<file path="src/rtl/mmio_result_port.sv">
// Snoops CPU data-memory stores to RESULT_ADDR and queues them in a small FWFT FIFO for an external consumer.
// Latency: a captured word appears on out_valid/out_data one cycle after the store edge.
// Backpressure: out_ready stalls the drain; when full, stall gates the CPU PC and unpopped hits are dropped (sticky overflow).
module mmio_result_port #(
  parameter logic [31:0] RESULT_ADDR = 32'd16,
  parameter int          DEPTH       = 4,
  parameter int          PTR_W       = 2
) (
  input  logic             clock,
  input  logic             reset,
  input  logic             we,
  input  logic [31:0]      addr,
  input  logic [31:0]      wd,
  output logic             out_valid,
  output logic [31:0]      out_data,
  input  logic             out_ready,
  output logic [PTR_W:0]   count,
  output logic             full,
  output logic             stall,
  output logic             overflow,
  output logic [31:0]      last_value,
  output logic [7:0]       capture_total
);

  localparam logic [PTR_W:0] LP_DEPTH = (PTR_W+1)'(DEPTH);

  logic [31:0]      r_mem [DEPTH];
  logic [PTR_W-1:0] r_wr_ptr;
  logic [PTR_W-1:0] r_rd_ptr;
  logic [PTR_W:0]   r_count;
  logic             r_overflow;
  logic [31:0]      r_last_value;
  logic [7:0]       r_capture_total;

  logic w_hit;
  logic w_full;
  logic w_valid;
  logic w_pop;
  logic w_push;
  logic w_drop;

  // Hit detection and handshake decode; full comes from registered count only,
  // so stall has no combinational path from the CPU bus.
  always_comb begin
    w_hit   = we && (addr == RESULT_ADDR);
    w_full  = (r_count == LP_DEPTH);
    w_valid = (r_count != '0);
    w_pop   = w_valid && out_ready;
    w_push  = w_hit && (!w_full || w_pop);
    w_drop  = w_hit && w_full && !w_pop;
  end

  // Storage write; contents are don't-care after reset, so no reset term.
  always_ff @(posedge clock) begin
    if (w_push && reset) begin
      r_mem[r_wr_ptr] <= wd;
    end
  end

  // Pointers and occupancy; reset wins over any simultaneous push or pop.
  always_ff @(posedge clock) begin
    if (!reset) begin
      r_wr_ptr <= '0;
      r_rd_ptr <= '0;
      r_count  <= '0;
    end else begin
      if (w_push) r_wr_ptr <= r_wr_ptr + PTR_W'(1);
      if (w_pop)  r_rd_ptr <= r_rd_ptr + PTR_W'(1);
      case ({w_push, w_pop})
        2'b10:   r_count <= r_count + (PTR_W+1)'(1);
        2'b01:   r_count <= r_count - (PTR_W+1)'(1);
        default: r_count <= r_count;
      endcase
    end
  end

  // Capture bookkeeping: last accepted word, saturating total, sticky drop flag.
  always_ff @(posedge clock) begin
    if (!reset) begin
      r_overflow      <= 1'b0;
      r_last_value    <= '0;
      r_capture_total <= '0;
    end else begin
      if (w_drop) r_overflow <= 1'b1;
      if (w_push) begin
        r_last_value <= wd;
        if (r_capture_total != 8'hFF) r_capture_total <= r_capture_total + 8'd1;
      end
    end
  end

  // Output mapping; head word is combinational from storage and forced to 0 when empty.
  always_comb begin
    out_valid     = w_valid;
    out_data      = w_valid ? r_mem[r_rd_ptr] : 32'd0;
    count         = r_count;
    full          = w_full;
    stall         = w_full;
    overflow      = r_overflow;
    last_value    = r_last_value;
    capture_total = r_capture_total;
  end

endmodule

</file>
<file path="config.mk">
export PLATFORM = sky130hd
export DESIGN_NAME = mmio_result_port
export DESIGN_NICKNAME = d
export VERILOG_FILES = /design/src/rtl/mmio_result_port.sv
export SDC_FILE = /design/constraint.sdc
export NUM_CORES = 1
export LEC_CHECK = 0
export ABC_AREA = 1
export CAP_MARGIN = 10
export CORE_MARGIN = 4
export CORE_UTILIZATION = 46
export DETAILED_ROUTE_END_ITERATION = 7
export PLACE_DENSITY = 0.79
export SETUP_SLACK_MARGIN = 0.2
export SLEW_MARGIN = 25
export SYNTH_ARGS = -nofsm -noshare
export SYNTH_HDL_FRONTEND = slang
export SYNTH_SLANG_ARGS = --single-unit
</file>
<file path="constraint.sdc">
create_clock -name clock -period 3.6 [get_ports clock]
set_input_delay 1.08 -clock clock [delete_from_list [all_inputs] [get_ports clock]]
set_output_delay 1.08 -clock clock [all_outputs]
set_load 0.01 [all_outputs]
</file>
==> Yosys cells after proc, flatten, opt, wreduce, memory -nomap -nowiden <==
Memory sizes are Yosys's and may differ from the RTL's. A register that Yosys moved wholly into a read port is not among the register bits.
Cells that the tools add are included.
{ "totals": {"output_inout_bits": 79, "regBits": 48, "n_memories": 1, "word_cells": 35, "mem_bits_rw": 128, "in_bits": 68} }
{ "memory_table": {"columns": ["name", "words", "width", "read_ports", "rd_ports_with_merged_regs", "wr", "line", "source"], "rows": [
  ["r_mem", 4, 32, 1, 1, 1, "27", "logic [31:0] r_mem [DEPTH];"]
]} }
{ "classes": {"addsub": 5, "n_reduce_logical": 12, "n_mux": 6, "eq_ne": 5} }
{ "op_table": {"columns": ["op", "n"], "rows": [
  ["$eq A32 B5 Y1 const B", 1],
  ["$mux W32", 1],
  ["$add A8 B1 Y8 const B", 1],
  ["$ne A8 B8 Y1 const B", 1],
  ["$logic_and A1 B1 Y1", 6],
  ["$pmux W3 S2", 1],
  ["$add A2 B1 Y2 const B", 2],
  ["$mux W2", 2],
  ["$add A3 B1 Y3 const B", 1],
  ["$eq A3 B3 Y1 const B", 1],
  ["$reduce_bool A3 Y1", 1],
  ["$sub A3 B1 Y3 const B", 1],
  ["$eq A2 B1 Y1 const B", 1],
  ["$eq A2 B2 Y1 const B", 1],
  ["$logic_not A1 Y1", 2],
  ["$mux W1", 2],
  ["$reduce_and A2 Y1", 1],
  ["$reduce_bool A2 Y1", 1],
  ["$logic_or A1 B1 Y1", 1]
]} }

==> Depth between registers and ports, before layout <==
{ "depth": {"depth_word": 7, "depth_mapped": 14, "ltp_nobuf": 14} }

==> Worst setup path after synthesis <==
No wires, ideal clock.
{ "synth_timing": {"path_kind": "input to register", "start": "in addr[27]", "end": "mem r_mem[0][0] (enable)", "required_ns": 3.179, "n_path_buf": 1, "t_arrival_ns": 3.315, "stages": 10, "setup_time_ns": 0.421, "setup_slack_ns": -0.136, "path_cell_list": "nor2_1 nand2_1 nor2_1 nand3_1 nor2_2 nand2_4 inv_4 buf_6 nand2_2 nor2_1"} }
{ "synth_via": {"elab_chain_len": 6} }
{ "synth_lines": {"columns": ["item", "line", "source"], "rows": [
  ["start: declaration", "12", "input logic [31:0] addr,"],
  ["$eq A32 B5 Y1", "45", "w_hit = we && (addr == RESULT_ADDR);"],
  ["$logic_and A1 B1 Y1", "45", null],
  ["$logic_and A1 B1 Y1", "49", "w_push = w_hit && (!w_full || w_pop);"],
  ["$logic_and A1 B1 Y1", "55", "if (w_push && reset) begin"],
  ["$mux W1", "55", null],
  ["$mux W1 (implied by the code)", "56", "r_mem[r_wr_ptr] <= wd;"],
  ["end: declaration", "27", null]
]} }
Every way passes these cells.

==> Final worst setup path <==
{ "layout_timing": {"start": "reg r_count[0], in the netlist count[0]", "end": "out out_data[22]"} }
{ "layout_via": {"elab_chain_len": 2} }
{ "layout_lines": {"columns": ["item", "line", "source"], "rows": [
  ["start: declaration", "30", "logic [PTR_W:0] r_count;"],
  ["start signal: assignment", "70", "2'b10: r_count <= r_count + (PTR_W+1)'(1);"],
  ["start signal: assignment", "71", "2'b01: r_count <= r_count - (PTR_W+1)'(1);"],
  ["start signal: assignment", "72", "default: r_count <= r_count;"],
  ["$reduce_bool A3 Y1", "47", "w_valid = (r_count != '0);"],
  ["$mux W32", "95", "out_data = w_valid ? r_mem[r_rd_ptr] : 32'd0;"],
  ["end: declaration", "15", "output logic [31:0] out_data,"]
]} }
Every way passes these cells.

==> reports/results.ini <==
[drt]
wl_um = 17000
drtAntennaViolNets = 0
drtIter0Drc = 310
via_count = 5476
routedWlPerCell_um = 15.7
routed_via_density = 5.05
drc = 0
first_pass_iters = 5

[finish]
synthToLayoutAreaGrowth_pct = 33.4
stdcell_count = 1085
drive_above_1_share = 0.0835
n_antenna_cell = 0
fill_cells = 1220
layout.nets = 935
fin_area_mm2 = 0.00967

[global_routing]
grt.total_usage = 0.191
grt_pass1_wl_um = 26800
grt_pass1_vias = 5402
antenna_found_initial = 0
gr-total-overflow = 0
grt_max_degree = 45

[floorplanning]
initial_core_util = 0.473
row_count = 45
coreArea_mm2 = 0.0153
fp.dieArea_mm2 = 0.0178
die_y_um = 134
io_pins = 147
die_x_um = 134

[placed_design]
port_buffers = 146
postPlaceCellArea_mm2 = 0.00900
hpwl_um = 10500
place_inst = 1049
gp_congestion = 0.818

[run]
cap_violations = 0

[sta]
slew_violations = 0
grt_setup_unrepaired = yes
whs_ns = 0.479
slew_headroom = 0.694
hold_violations = 0
setup_tns_ns = 0
fin_crit_ns = 3.31
finClkSkew_ns = 0.0132
setup_viol = 0
fin_crit_sh = 0.920
worstMarginPinSlew_ns = 0.456
fmaxAchievable_mhz = 302

[synthesis]
ys_ff_latch = 178
synth_top_family_by_area = simple AND/OR/NAND/NOR gates
synthMuxAreaShare = 0
synth_xor_area_frac = 0.00604
avgSynthCellArea_um2 = 10.2
synth_seq_area_share = 0.669
netlist_instances = 711
ys_top_cells_by_area = edfxtp_1 53%, dfxtp_1 14%, nor2_1 12%
synth_compound_area_frac = 0.103
ys_types = 31
netlist_area_mm2 = 0.00725
synth_top_area_cell = edfxtp_1
syn_nets = 785
yosys.area_share.simple = 0.176
synth_top_area_share = 0.530
ys_warn_count = 0
synth_adder_area_share = 0.0114

[clocking]
cts_made_buffers = 17
cts_max_level = 4
clockBufferDepth = 2
holdBufCountCts = 0
cts_tree = yes
clk_pin_slew_ns = 0.07
ctsRootBufferMaster = clkbuf_16
clk-insertion-delay-late_ns = 0.42
cts.sinks = 178

[worst_setup_path]
path_delay_family = buffers and inverters
cp.arrival_ns = 2.23
critPathCaptureType = primary output
cp_cell_sequence = inv_1 > nand3_1 > clkinvlp_4 > buf_4 > a21oi_1 > clkdlybuf4s50_1
critical_path_class = reg -> out
critPathBufInv = 4
crit_required_ns = 2.52
slowest_stage = clkdlybuf4s50_1
worst_setup_path_start_kind = register
cp_slowest_stage_delay_ns = 0.58
cp_max_fo = 9

[run_status]
status = complete, no violations

[power]
switching_power_uw = 1670
sequentialPowerShare = 0.396
combPwrFrac = 0.283
powerDensity_mw_per_mm2 = 588
ir_worst_vdd_v = 0.000363
clkPwrFrac = 0.321
power.leakage_uw = 0.00355
switching_share = 0.295
p_int_uw = 4010

[hold_path]
hold_path.class = reg -> reg

[layout by cell type, fill, tap and decap left out, types with 3 or more instances in the layout]
master             n
bufinv_16          3
inv_1             18
clkinvlp_4         5
clkbuf_16         17
dlymetal6s2s_1     7
dlygate4sd2_1      7
nor2_4             4
ha_1               5
nor2_1           237
buf_12             4
nand4_1           10
clkinv_2           4
dfxtp_1           46
nand2_1           43
dfxtp_2            4
buf_4             13
o21ai_1            9
a21oi_1           45
nand3_1            9
edfxtp_1         128
o21ai_0           92
nor2_2             3
xor2_1             3
clkdlybuf4s50_1  131
[synth_stat cells]
master,count
nor4_1,1
xnor2_1,2
clkbuf_1,19
fa_1,1
dfxtp_1,50
clkinv_1,1
a21oi_1,47
edfxtp_1,128
nand2_2,2
nor2_1,241
buf_4,2
buf_6,3
nand4_1,10
ha_1,5
xor2_1,3
nand3_2,1
o21a_1,1
nor3_1,2
nand2_1,43
nand3b_1,1
nand3_1,9
nor3b_4,1
inv_1,20
buf_2,4
and2_0,1
o21ai_0,92
o21ai_1,9
inv_4,1
nand2_4,1
nor2_2,3
buf_1,7
[registers in the layout, indices dropped and copies added (netlist names), named ones only]
name	flops
r_mem	128
last_value	32
capture_total	8
count	3
r_rd_ptr	2
r_wr_ptr	2
overflow	1
[worst register-to-register path, stage by stage, from the launching register on]
cell     delay (ns)
dfxtp_2        0.37
inv_1          0.08
nand3_1        0.17
nand2_1        0.18
nand2_2        0.28
nand2_4        0.09
inv_4          0.06
nand2_2        0.13
nor2_4         0.26
buf_12         0.24
[path summary, 6_finish.rpt]
| kind | startpoint | to | slack [ns] | cells past startpoint |
|---|---|---|---|---|
| worst min register to register | overflow | overflow | 0.48 | 1 |
| worst max-delay path | count[0] | out_data[22] | 0.29 | 6 |
| worst min-delay path | overflow | overflow | 0.48 | 1 |
| worst max register to register | count[0] | r_mem[2][8] | 1.43 | 9 |
[final cells by class]
type                            count  area, um2  share of cell area
Tap cell                          211        264              0.0273
Inverter                           22       92.6             0.00958
Timing Repair Buffer              166       1680               0.174
Clock buffer                       18        429              0.0444
Multi-Input combinational cell    476       2190               0.226
Sequential cell                   178       4850               0.502
Clock inverter                     14        163              0.0168
[metrics by stage]
stage          worst slack [ns]  power [uW]  utilization
2_1_floorplan            -0.136        3030            -
3_3_place_gp              0.372        3850        0.588
3_5_place_dp              0.275        3880        0.588
4_1_cts                   0.189        5710        0.628
5_1_grt                   0.193        5950        0.631
6_report                  0.289        5680        0.631
[layer usage]
layer	vias up	global-route usage	wire, um
met5	-	0	0
met4	0	0.0640	281
met3	21	0.0498	944
met2	165	0.327	8600
met1	2559	0.237	7220
li1	2731	-	-
[cell families after synthesis]
kind of cell,Yosys count
buffers and inverters,57
DFF,178
and+or+nand+nor,316
adders and majority gates,6
AOI/OAI and AO/OA,149
xor gates and xnor gates,5
[power groups by stage]
| stage | Combinational (uW) | Clock (uW) | Sequential [uW] |
|---|---|---|---|
| 2_1_floorplan | 748 | 0 | 2290 |
| 5_1_grt | 1740 | 1960 | 2250 |
| 3_5_place_dp | 1590 | 0 | 2290 |
| 6_report | 1610 | 1830 | 2250 |
| 3_3_place_gp | 1560 | 0 | 2290 |
| 4_1_cts | 1620 | 1850 | 2240 |
[timing repair]
item	in CTS	in global routing
setup endpoints to repair	20	25
setup buffers	2	2
pin swaps	0	0
resized for setup	11	14
cloned	0	0
Note: power is estimated with default switching activity, not from simulation.
